File: src/rtl/musa_pc_pkg.sv
// Shared definitions for the MUSA program-counter unit: opcode encodings
// and the default address width.
package musa_pc_pkg;

   localparam int MUSA_ADDR_W = 18;

   // Next-PC operation selected by the control unit; code 7 is undefined
   // and behaves like OP_HOLD.
   typedef enum logic [2:0] {
      OP_NEXT = 3'd0,
      OP_JMP  = 3'd1,
      OP_JR   = 3'd2,
      OP_BRFL = 3'd3,
      OP_CALL = 3'd4,
      OP_RET  = 3'd5,
      OP_HOLD = 3'd6
   } pc_op_t;

endpackage

File: src/rtl/musa_ras.sv
// Return-address stack: LIFO register array indexed by the depth register.
// Push while full and pop while empty are ignored here; the caller reports
// them as errors.
module musa_ras
   import musa_pc_pkg::*;
#(
   parameter int ADDR_W      = MUSA_ADDR_W,
   parameter int STACK_DEPTH = 8,
   parameter int DEPTH_W     = $clog2(STACK_DEPTH + 1)
) (
   input  logic               clk,
   input  logic               rst_n,
   input  logic               push,
   input  logic               pop,
   input  logic [ADDR_W-1:0]  push_data,
   output logic [ADDR_W-1:0]  top,
   output logic [DEPTH_W-1:0] depth,
   output logic               full,
   output logic               empty
);

   localparam int IDX_W = $clog2(STACK_DEPTH);
   localparam logic [DEPTH_W-1:0] FULL_DEPTH = DEPTH_W'(STACK_DEPTH);

   logic [ADDR_W-1:0]  mem [STACK_DEPTH];
   logic [DEPTH_W-1:0] depth_q;
   logic [IDX_W-1:0]   wr_idx;
   logic [IDX_W-1:0]   rd_idx;
   logic               do_push;
   logic               do_pop;

   assign full    = (depth_q == FULL_DEPTH);
   assign empty   = (depth_q == '0);
   assign depth   = depth_q;
   assign do_push = push & ~full;
   assign do_pop  = pop & ~empty;

   // Next free slot is mem[depth]; the top entry sits one below it.
   assign wr_idx = IDX_W'(depth_q);
   assign rd_idx = IDX_W'(depth_q - DEPTH_W'(1));
   assign top    = empty ? '0 : mem[rd_idx];

   // Depth counter; reset empties the stack without touching the array.
   always_ff @(posedge clk or negedge rst_n) begin
      if (!rst_n)
         depth_q <= '0;
      else if (do_push)
         depth_q <= depth_q + DEPTH_W'(1);
      else if (do_pop)
         depth_q <= depth_q - DEPTH_W'(1);
   end

   // Entry storage; contents are don't-care until written, so no reset.
   always_ff @(posedge clk) begin
      if (do_push)
         mem[wr_idx] <= push_data;
   end

endmodule

File: src/rtl/musa_pc_unit.sv
// MUSA program-counter unit: PC register, next-PC selection, return stack
// and sticky stack-error flag.
// Build option: MUSA_PC_TRAP_EN -- when defined, a CALL overflow or RET
// underflow redirects the PC to TRAP_VEC; otherwise the PC holds.
module musa_pc_unit
   import musa_pc_pkg::*;
#(
   parameter int                ADDR_W      = MUSA_ADDR_W,
   parameter int                STACK_DEPTH = 8,
   parameter logic [ADDR_W-1:0] RESET_PC    = '0,
   parameter logic [ADDR_W-1:0] TRAP_VEC    = ADDR_W'('h00010)
) (
   input  logic                               clk,
   input  logic                               rst_n,
   input  logic                               stall,
   input  logic [2:0]                         pc_op,
   input  logic [ADDR_W-1:0]                  target_imm,
   input  logic [ADDR_W-1:0]                  target_reg,
   input  logic                               flag,
   input  logic                               clr_err,
   output logic [ADDR_W-1:0]                  pc,
   output logic                               stack_full,
   output logic                               stack_empty,
   output logic [$clog2(STACK_DEPTH+1)-1:0]   stack_depth,
   output logic                               stack_err
);

   localparam int DEPTH_W = $clog2(STACK_DEPTH + 1);

`ifdef MUSA_PC_TRAP_EN
   localparam bit TRAP_EN = 1'b1;
`else
   localparam bit TRAP_EN = 1'b0;
`endif

   pc_op_t            op;
   logic [ADDR_W-1:0] pc_q;
   logic [ADDR_W-1:0] pc_inc;
   logic [ADDR_W-1:0] pc_nxt;
   logic [ADDR_W-1:0] err_pc;
   logic [ADDR_W-1:0] ras_top;
   logic              ras_push;
   logic              ras_pop;
   logic              ras_full;
   logic              ras_empty;
   logic              err_set;
   logic              err_q;

   assign op     = pc_op_t'(pc_op);
   assign pc_inc = pc_q + ADDR_W'(1);
   // Where the PC goes on a stack error: trap vector or stay put.
   assign err_pc = TRAP_EN ? TRAP_VEC : pc_q;

   // Stall suppresses stack traffic; the stack itself drops illegal ops.
   assign ras_push = ~stall & (op == OP_CALL);
   assign ras_pop  = ~stall & (op == OP_RET);

   musa_ras #(
      .ADDR_W      (ADDR_W),
      .STACK_DEPTH (STACK_DEPTH),
      .DEPTH_W     (DEPTH_W)
   ) u_ras (
      .clk       (clk),
      .rst_n     (rst_n),
      .push      (ras_push),
      .pop       (ras_pop),
      .push_data (pc_inc),
      .top       (ras_top),
      .depth     (stack_depth),
      .full      (ras_full),
      .empty     (ras_empty)
   );

   // Next-PC selection and stack-error detection from the current opcode.
   always_comb begin
      pc_nxt  = pc_q;
      err_set = 1'b0;
      case (op)
         OP_NEXT: pc_nxt = pc_inc;
         OP_JMP:  pc_nxt = target_imm;
         OP_JR:   pc_nxt = target_reg;
         OP_BRFL: pc_nxt = flag ? target_imm : pc_inc;
         OP_CALL: begin
            if (ras_full) begin
               err_set = 1'b1;
               pc_nxt  = err_pc;
            end else begin
               pc_nxt  = target_imm;
            end
         end
         OP_RET: begin
            if (ras_empty) begin
               err_set = 1'b1;
               pc_nxt  = err_pc;
            end else begin
               pc_nxt  = ras_top;
            end
         end
         default: pc_nxt = pc_q;
      endcase
   end

   // PC register; stall freezes it.
   always_ff @(posedge clk or negedge rst_n) begin
      if (!rst_n)
         pc_q <= RESET_PC;
      else if (!stall)
         pc_q <= pc_nxt;
   end

   // Sticky error flag; a new error beats a simultaneous clear.
   always_ff @(posedge clk or negedge rst_n) begin
      if (!rst_n)
         err_q <= 1'b0;
      else if (!stall) begin
         if (err_set)
            err_q <= 1'b1;
         else if (clr_err)
            err_q <= 1'b0;
      end
   end

   assign pc          = pc_q;
   assign stack_err   = err_q;
   assign stack_full  = ras_full;
   assign stack_empty = ras_empty;

endmodule

File: config.mk
export PLATFORM = sky130hd
export DESIGN_NAME = musa_pc_unit
export DESIGN_NICKNAME = d
export VERILOG_FILES = /design/src/rtl/musa_pc_pkg.sv /design/src/rtl/musa_ras.sv /design/src/rtl/musa_pc_unit.sv
export SDC_FILE = /design/constraint.sdc
export NUM_CORES = 1
export LEC_CHECK = 0
export BUFFER_PORTS_ARGS = -buffer_cell sky130_fd_sc_hd__buf_2
export CAP_MARGIN = 20
export CORE_MARGIN = 2
export CORE_UTILIZATION = 45
export CTS_CLUSTER_SIZE = 16
export DETAILED_ROUTE_END_ITERATION = 8
export MAX_ROUTING_LAYER = met4
export PLACE_DENSITY = 0.6
export SLEW_MARGIN = 20
export SYNTH_ARGS = -nofsm -noshare
export SYNTH_HDL_FRONTEND = slang
export SYNTH_SLANG_ARGS = --single-unit
File: constraint.sdc
create_clock -name clk -period 7 [get_ports clk]
set_input_delay 0.7 -clock clk [delete_from_list [all_inputs] [get_ports clk]]
set_output_delay 0.7 -clock clk [all_outputs]
set_load 0.01 [all_outputs]
# After elaboration in Yosys (flattened, before gate mapping)
# Memories as Yosys holds them, arrays and structs flattened.
# Index checks and enable logic that the tools add are counted.
# op_classes
eq_ne	8
bitwise	7
n_reduce_logical	7
muxes	13
n_addsub	3
# ops
operator	count
18-bit case mux with 6 select lines	1
18-bit two-way mux	3
18-bit by 1-bit adder with 18-bit output, second input constant	1
4-bit two-way mux	2
3-bit by 2-bit equality test with 1-bit output, second input constant	2
3-bit equality test, second input constant	2
1-bit two-way mux	6
6-bit nonzero test	1
4-bit by 1-bit adder with 4-bit output, second input constant	1
1-bit AND	4
4-bit equality test, second input constant	1
4-bit zero test	1
2-bit inequality test, second input constant	2
4-bit AND reduction	1
2-bit nonzero test	2
4-bit by 1-bit subtractor with 4-bit output, second input constant	1
3-bit by 1-bit equality test with 1-bit output, second input constant	1
3-bit zero test	1
1-bit inverter	3
1-bit case mux with 2 select lines	1
2-bit AND reduction	1
# totals
ram_bits	144
mem_count	1
input_bits	44
regBits	23
# memory_table
name	words	word_bits	rd	rd_ports_with_merged_regs	write_ports	line	source
u_ras.mem	8	18	1	0	1	musa_ras.sv:25	logic [ADDR_W-1:0] mem [STACK_DEPTH];

# Logic depth before layout (Yosys ltp)
# Gate-level depths: netlist of the first run.
# logic_depth
word_depth	5
mapped_depth	12
ltp_nobuf	7

# Hierarchy
# A second synthesis of the first run with hierarchy kept.
# unflattened
cells_unflattened	485
hier_area_um2	7513.5
# modules_own_cells
module	area_per_inst_um2	cells_per_inst	n_inst
musa_ras	5911.9	304	1
musa_pc_unit	1601.5	181	1

# Worst setup path before layout of the first run
# Ideal clock, no wire load.
# synth_path
path_kind	reg-to-reg
start	reg u_ras.depth_q[0] (netlist: u_ras.depth[0])
end	mem u_ras.mem[0][0] (netlist bit) (enable)
n_path_buf	3
setup_time_ns	0.439
t_arrival_ns	3.801
path_slack_ns	2.760
stages_incl_launch_ff	9
cell_sequence	dfrtp_1 -> buf_6 -> buf_4 -> buf_2 -> inv_1 -> ha_1 -> and3b_1 -> or3_1 -> nor4_1
# synth_via
elab_chain_len	5
# synth_rtl
element	line	source
start, declared	musa_ras.sv:26	logic [DEPTH_W-1:0] depth_q;
start signal, assigned	musa_ras.sv:48	depth_q <= depth_q + DEPTH_W'(1);
start signal, assigned	musa_ras.sv:50	depth_q <= depth_q - DEPTH_W'(1);
4-bit equality test	musa_ras.sv:32	assign full = (depth_q == FULL_DEPTH);
via stack_full	musa_pc_unit.sv:22	output logic stack_full,
1-bit inverter	musa_ras.sv:35	assign do_push = push & ~full;
1-bit AND	musa_ras.sv:35	
1-bit two-way mux	musa_ras.sv:55	if (do_push)
1-bit two-way mux (implied by the code)	musa_ras.sv:56	mem[wr_idx] <= push_data;
end, declared	musa_ras.sv:25	
# The timed path passes the listed nets, and every way through them passes these cells.

# Worst setup path after layout of the first run
# layout_path
start	reg u_ras.depth_q[0] (netlist: u_ras.depth[0])
end	mem u_ras.mem[3][13] (netlist bit) (enable)
# layout_via
elab_chain_len	5
# layout_rtl
element	line
4-bit equality test	musa_ras.sv:32
1-bit inverter	musa_ras.sv:35
1-bit AND	musa_ras.sv:35
1-bit two-way mux	musa_ras.sv:55
1-bit two-way mux (implied by the code)	musa_ras.sv:56
# Parallel ways exist; a longest one is shown, timed or not.

==> results by stage, run 1 <==
Worst hold path:
- The min-delay analysis places its worst path in the category primary input to asynchronous set/reset pin.

Timing:
- The final hold slack is 0.2868 ns.
- The final-report hold violation count was 0.
- Static timing analysis puts the maximum clock frequency at 291.7 MHz.
- The count of final max-slew check failures came to 0.
- Setup repair after global routing left no endpoint under its margin.
- The final period demand of the worst path is 3.428 ns.
- Dividing the final minimum period by the clock period gives 48.98%.
- The number of setup violations in the final report is 0.
- The clock arrives with 0.009914 ns of skew.
- The sum of negative setup slack is 0 ns.
- The worst path setup slack after routing is 3.572 ns.
- In this run the tightest slew margin relative to its limit is 39.48%.
- For the pin with the worst max-slew slack, the measured transition is 0.9077 ns.

Pwr:
- The total power density per cell area is 375.8 mW/mm^2.
- The leakage power of the design is 3.068 nW.
- VDD sags by at most 0.0002075 V.

Worst setup path:
- The slowest stage of the critical path is the sky130_fd_sc_hd__buf_4 cell.
- STA classifies the critical path endpoint as a register.
- The signal on the critical path passes through buf_4 > inv_1 > ha_1 > and3b_1 > nor3_2 > nand2_1 > nor2_2 > buf_4.
- The largest single stage delay on the critical path is 0.64 ns.
- Data on the critical path is required at its endpoint by 7.13 ns.
- Of all nets on the critical path, the largest fanout is 45.
- The most repeated library cell on the critical path is sky130_fd_sc_hd__buf_4.
- Data arrives at the worst endpoint at 3.55 ns.
- The type of the worst setup path is register to register.
- The worst setup path is launched from a register.

Floorplan:
- The number of core rows is 47.
- The die outline width is 133.7 um.
- The area inside the core boundary is 0.01652 sq mm.
- The effective utilization at floorplan is 45.83%.
- The vertical die dimension is 133.7 um.
- During I/O placement, the number of pins put on the boundary was 69.
- The die covers 0.01788 sq mm.

Layout:
- The final-stage net count is 598.
- Compared with the post-synthesis result, the final layout area differs by 15.65%.
- Cells fill 53.00% of the core in the end.
- The number of antenna diodes is 0.
- The fraction of final layout cells with drive strength greater than 1 is 29.61%.
- After routing the design area is 0.008758 sq mm.

Drt:
- The detailed-router iteration count before antenna repair is 6.
- For this block, the initial DRC count from the detailed router was 486.
- For this run, design rule violations remaining after detail routing come to 0.
- The detail route stage leaves a number of antenna-violating nets equal to 0.
- In the routed layout, each cell is associated on average with a via count of 5.955.
- The post-detailed-routing wire length is 17.95 mm.
- Dividing the detail-routed wire length by the instance count gives 22.89 um.
- The total number of vias is 4669.

CTS:
- For this design, the CTS-stage hold fixing added 0 buffers.
- The cell at the root of the clock tree is sky130_fd_sc_hd__clkbuf_16.
- The later pin in the worst-skew pair is clocked with a latency of 0.43 ns.
- The number of buffers created by CTS is 17.
- The post-CTS repair timing setup buffer count is 0.
- The CTS tree is done.
- Counting every sink on the clock net gives 167.
- Once the clock tree was built, the resizer swapped 0 gates to a different size.
- The clock-pin slew on the worst setup and hold paths is 0.07 ns.
- The count of H-tree levels built during CTS is 4.
- In this run the deepest clock path goes through 2 buffers.

Run:
- The count of max-cap constraint violations is 0.

Global route:
- The number of global-route vias before repair is 4729.
- Global routing finished with a remaining overflow of 0.
- The initial antenna violation count is 0.
- The largest net degree at the start of global routing is 46.
- Global routing consumed, over all layers together, 21.91% of the routing resources.
- The wire length of the first global-routing pass is 27.87 mm.

Synth:
- The flip-flop cell with the highest count after synthesis is sky130_fd_sc_hd__edfxtp_1.
- The register bit count reported by yosys is 167.
- The largest area contributor in the netlist is sky130_fd_sc_hd__edfxtp_1.
- The top cell type's share of synthesized area is 57.10%.
- The fraction of registers with async set/reset is 13.77%.
- Sorting the synthesized cells by area gives the leading types as sky130_fd_sc_hd__edfxtp_1 57%, sky130_fd_sc_hd__mux4_2 8.9%, sky130_fd_sc_hd__dfrtp_1 7.6%.
- During synthesis, Yosys emitted a total of 0 warnings.
- The most frequent cell after synthesis is sky130_fd_sc_hd__edfxtp_1.
- The netlist area before placement is 0.007574 sq mm.
- The net count of the mapped netlist is 527.
- The post-synthesis area per instance is 15.78 sq um.
- Sorting the synthesized cells by how often they occur yields 144 x sky130_fd_sc_hd__edfxtp_1, 30 x sky130_fd_sc_hd__mux4_2, 26 x sky130_fd_sc_hd__nand2_1, 26 x sky130_fd_sc_hd__nor2_1, 23 x sky130_fd_sc_hd__dfrtp_1.
- In this run, distinct cell masters in the synthesized netlist total 67.
- The sequential fraction of the synthesis area is 64.70%.
- Yosys mapped a number of flops with a built-in enable equal to 144.
- The post-synthesis cell count is 480.

Place:
- Summed over all nets, the half-perimeter wirelength after detailed placement is 11.34 mm.
- Summing all placed instances gives a cell area of 0.008138 sq mm.
- Timing analysis after detailed placement gives a worst setup slack of 3.328 ns.
- The global placer's final weighted congestion is 0.8055.
- The count of input and output buffers is 68.

Run status:
- The run finished with clean final reports.
## cells by family (layout without fill, tap and decap cells)
kind of cell / after synthesis / after routing / synth area share, %
and+or+nand+nor: 105 / 105 / 7.500
muxes: 41 / 41 / 11.66
DFF: 167 / 167 / 64.70
buffers and inverters: 44 / 128 / 3.188
adders and majority gates: 3 / 3 / 0.4957
AOI/OAI and AO/OA: 98 / 98 / 9.814
xor gates and xnor gates: 22 / 22 / 2.643
## state kept, by name (all words and copies together), names as in the netlist
register / flops
stack_err: 1
pc: 18
u_ras.depth: 4
u_ras.mem: 144
## power by group
group | total [W] | switching [W] | internal (W)
combinational | 0.000967 | 0.000549 | 0.000418
clock | 0.000946 | 0.000380 | 0.000566
sequential | 0.00138 | 0.000123 | 0.00126
## per-layer routing
metal	vias up	global-route usage, %	share of wire, %
li1	2064	-	-
met1	2395	29.79	44
met2	187	32.34	48
met3	23	4.756	6.4
met4	0	8.924	1.9
met5	-	-	0
## worst max-delay path, delay by kind of cell (launching register included)
family / cells / cell delay [ns]
simple gates: 4 / 1.33
buf+inv: 3 / 1.12
flops: 1 / 0.34
fa+ha+maj: 1 / 0.33
## final timing paths
path / slack [ns] / start / to / cells past startpoint
max reg2reg: 3.57 / u_ras.depth[0] / u_ras.mem[3][13] / 8
min: 0.29 / rst_n / pc[16] / 1
max in group asynchronous: 6.27 / rst_n / u_ras.depth[0] / 1
min reg2reg: 0.53 / stack_err / stack_err / 2
max: 3.57 / u_ras.depth[0] / u_ras.mem[3][13] / 8
min in group clk: 0.53 / stack_err / stack_err / 2
## cell type report
| type | count | area [sq um] |
|---|---|---|
| Clock buffer | 23 | 488.0 |
| Clock inverter | 9 | 112.6 |
| Fill cell | 1348 | 7766 |
| Inverter | 14 | 52.55 |
| Multi-Input combinational cell | 269 | 2476 |
| Sequential cell | 167 | 4901 |
| Tap cell | 220 | 275.3 |
| Timing Repair Buffer | 82 | 452.9 |
## metrics by stage
stage | power, W | instances
floorplan | 0.002095 | 480
global placement | 0.002347 | 751
detailed placement | 0.002366 | 751
CTS | 0.003312 | 783
global route | 0.003455 | 784
finish | 0.003291 | 784
## layout by cell type, fill, tap and decap left out, types with 10 or more instances in the layout
cell type	Yosys	routed
sky130_fd_sc_hd__xor2_1	11	11
sky130_fd_sc_hd__buf_2	13	68
sky130_fd_sc_hd__clkbuf_16	0	17
sky130_fd_sc_hd__inv_1	14	14
sky130_fd_sc_hd__dfrtp_1	23	22
sky130_fd_sc_hd__mux4_2	30	30
sky130_fd_sc_hd__a22o_1	13	13
sky130_fd_sc_hd__nor2_1	26	23
sky130_fd_sc_hd__buf_4	4	13
sky130_fd_sc_hd__xnor2_1	10	10
sky130_fd_sc_hd__nand2_1	26	26
sky130_fd_sc_hd__a21oi_1	12	12
sky130_fd_sc_hd__o21ai_0	20	20
sky130_fd_sc_hd__edfxtp_1	144	144
Note: power is estimated with default switching activity, not from simulation.
==> run 2, diff against run 1 <==
Clock period 7 ns to 3.4 ns, I/O delays scaled along.
==> results by stage, run 2 (synthesized netlist as in run 1, its figures left out) <==
Floorplan:
- The die outline width is 133.7 um (unchanged).
- The area enclosed by the die boundary is 0.01788 sq mm (unchanged).
- The number of core rows is 47 (unchanged).
- The area inside the core boundary is 0.01652 sq mm (unchanged).
- The effective utilization at floorplan came to 45.83% (unchanged).
- The vertical die dimension was 133.7 um (unchanged).
- The I/O pin count is 69 (unchanged).

Pwr:
- The leakage power of the design was 3.123 nW (+1.8%).
- The worst supply voltage drop on vdd is 0.0004028 V (+94%).
- The total power density per cell area is 793.7 mW/mm^2 (+110%).
- The total power of the final layout is 0.007031 W (+110%).

Worst setup path:
- The data required time at the worst endpoint is 3.72 ns (-3.41 ns).
- By startpoint and endpoint, the worst setup path is classified as register to register.
- The startpoint identified for the worst register-to-register timing path is u_ras.depth[1].
- STA classifies the critical path startpoint as a register.
- The arrival time at the worst endpoint is 3.17 ns (-0.38 ns).
- STA classifies the critical path endpoint as a register.
- The top fanout value on the critical path came to 14 (-69%).
- The endpoint identified for the worst register-to-register timing path is pc[16].
- The worst reg2reg path depth was 7 (-1).
- The setup slack on the worst flop-to-flop path was 0.55 ns (-3.02 ns).

Layout:
- The library cells used most frequently in the layout, excluding fill and tap cells, are 144 x sky130_fd_sc_hd__edfxtp_1, 68 x sky130_fd_sc_hd__buf_2, 30 x sky130_fd_sc_hd__mux4_2, 26 x sky130_fd_sc_hd__nand2_1.
- The post-layout utilization of the core is 53.61% (+0.61 points).
- The area overhead of the layout relative to synthesis is 16.97%.
- The fraction of final layout cells with drive strength greater than 1 is 31.12% (+1.5 points).
- The flip-flop count of the largest register, all copies and words added is 144 (unchanged).
- The library cell used most frequently in the layout, excluding fill and tap cells, is sky130_fd_sc_hd__edfxtp_1.
- Ranked by flip-flop count, first place goes to u_ras.mem.
- The number of antenna diodes was 0 (unchanged).
- The final-stage net count was 606 (+1.3%).
- The final-layout fill cell count is 1351 (+0.22%).

Global route:
- The wire length of the first global-routing pass is 28.50 mm (+2.3%).
- The sum of overflow across all layers after global routing came to 0 (unchanged).
- The largest net degree at the start of global routing is 45 (-2.2%).
- The number of global-route vias before repair came to 4727 (-0.042%).
- The aggregate global-route resource usage is 22.63% (+0.72 points).
- The initial antenna violation count was 0 (unchanged).

Timing:
- The count of final max-slew check failures is 0 (unchanged).
- Setup repair after global routing left no endpoint under its margin.
- The highest achievable clock rate was 350.5 MHz (+20%).
- The final worst clock skew was 0.008671 ns (-0.001243 ns).
- The worst path setup slack after routing was 0.5470 ns (-3.025 ns).
- The final period demand of the worst path is 2.853 ns (-0.5753 ns).
- The actual slew at the worst max-slew pin is 0.8831 ns (-0.02466 ns).
- The relative max-transition margin was 41.13% (+1.6 points).
- The final period utilization came to 83.91% (+35 points).
- The final-report hold violation count was 0 (unchanged).
- The number of setup violations in the final report was 0 (unchanged).

CTS:
- The number of buffers created by CTS came to 17 (unchanged).
- The CTS tree is done.
- The count of H-tree levels built during CTS is 4 (unchanged).
- The clock sink count is 167 (unchanged).
- Clock tree synthesis selected as its root buffer the cell sky130_fd_sc_hd__clkbuf_16.
- The clock-pin slew on the worst setup and hold paths is 0.07 ns (about the same).
- The post-CTS repair timing setup buffer count was 0 (unchanged).
- The clock latency reported for the late side of the worst-skew pair is 0.43 ns (about the same).
- The buffer levels on the longest clock path is 2 (unchanged).

Drt:
- The count of antenna-violating nets left after detailed routing came to 0 (unchanged).
- The number of vias per cell is 5.878 (-1.3%).
- The total number of vias is 4655 (-0.30%).
- The post-detailed-routing wire length is 18.42 mm (+2.6%).
- The detailed-router iteration count before antenna repair came to 5 (-1).
- The routed length per instance is 23.26 um (+1.6%).
- The remaining routing DRC violations is 0 (unchanged).
- The DRC violation total after the first TritonRoute iteration came to 425 (-13%).

Worst hold path:
- The worst hold path was traced through 3 stages.
- The end point of the most critical hold path is pc[6].
- The tightest min-delay check is of the primary input to register type.
- The launch point of the worst hold path is target_imm[6].

Run status:
- The run finished with clean final reports.

Place:
- The global placer's final weighted congestion is 0.7951 (-1.3%).
- The setup slack after placement was 0.4428 ns (-2.885 ns).
- The post-detailed-placement half-perimeter wirelength came to 11.59 mm (+2.2%).
- The count of input and output buffers came to 68 (unchanged).

Run:
- The count of max-cap constraint violations is 0 (unchanged).
-- run 2: changes by cell type in the layout (fill, tap and decap cells not counted), sizes merged --
cell,before,now
buf,82,89
clkinv,1,6
clkbuf,23,18
inv,17,16
bufinv,2,3
dlygate4sd3,0,1
-- run 2: power by group --
group | total [W] | leakage, nW | internal [W] | switching [W]
sequential | 0.00284 | 1.57 | 0.00258 | 0.000257
combinational | 0.00220 | 1.26 | 0.00102 | 0.00118
clock | 0.00199 | 0.293 | 0.00118 | 0.000809
-- run 2: worst max path at each step --
stage | from | end | slack [ns]
floorplan | u_ras.depth[0] | u_ras.mem[1][0] | -0.40
global placement | u_ras.depth[1] | pc[16] | 0.66
detailed placement | u_ras.depth[1] | pc[3] | 0.44
CTS | u_ras.depth[1] | pc[3] | 0.42
global route | u_ras.depth[1] | pc[2] | 0.41
finish | u_ras.depth[1] | pc[16] | 0.55
-- run 2: per-layer routing --
layer	up-vias	wire length [um]	GRT usage, %
met2	158	8737	34.07
met1	2370	8109	30.76
met5	-	0	-
met4	0	480	8.274
li1	2087	-	-
met3	40	1092	4.604
-- run 2: cell type report --
class | count | area, sq um | share of cell area [%]
well taps | 220 | 275.3 | 3.107
clock buffers | 18 | 439.2 | 4.958
flip-flops and latches | 167 | 4901 | 55.32
multi-input cells | 269 | 2482 | 28.02
inverters | 14 | 52.55 | 0.5932
repair buffers | 90 | 533.0 | 6.017
clock inverters | 14 | 175.2 | 1.977
-- run 2: repair_timing --
item / CTS / global route
resized for setup: 0 / 0
hold endpoints to repair: 23 / 0
hold buffers: 1 / 0
-- run 2: critical path: stages, from the launching register on --
cell                       delay [ns]
sky130_fd_sc_hd__dfrtp_1         0.62
sky130_fd_sc_hd__inv_1           0.09
sky130_fd_sc_hd__ha_1            0.88
sky130_fd_sc_hd__buf_4           0.27
sky130_fd_sc_hd__mux4_2          0.31
sky130_fd_sc_hd__a22oi_2         0.21
sky130_fd_sc_hd__nand3b_1        0.09
sky130_fd_sc_hd__a32o_1          0.27
-- run 2: per-stage QoR --
stage / cell area [sq um] / hold slack, ns / cells / setup TNS (ns)
5_1_grt: 8859 / 0.2200 / 792 / 0
4_1_cts: 8856 / 0.1884 / 792 / 0
3_5_place_dp: 8232 / 0.3887 / 759 / 0
6_report: 8859 / 0.1981 / 792 / 0
2_1_floorplan: 7580 / 0.04441 / 480 / -28.53
3_3_place_gp: 8232 / 0.3848 / 759 / 0
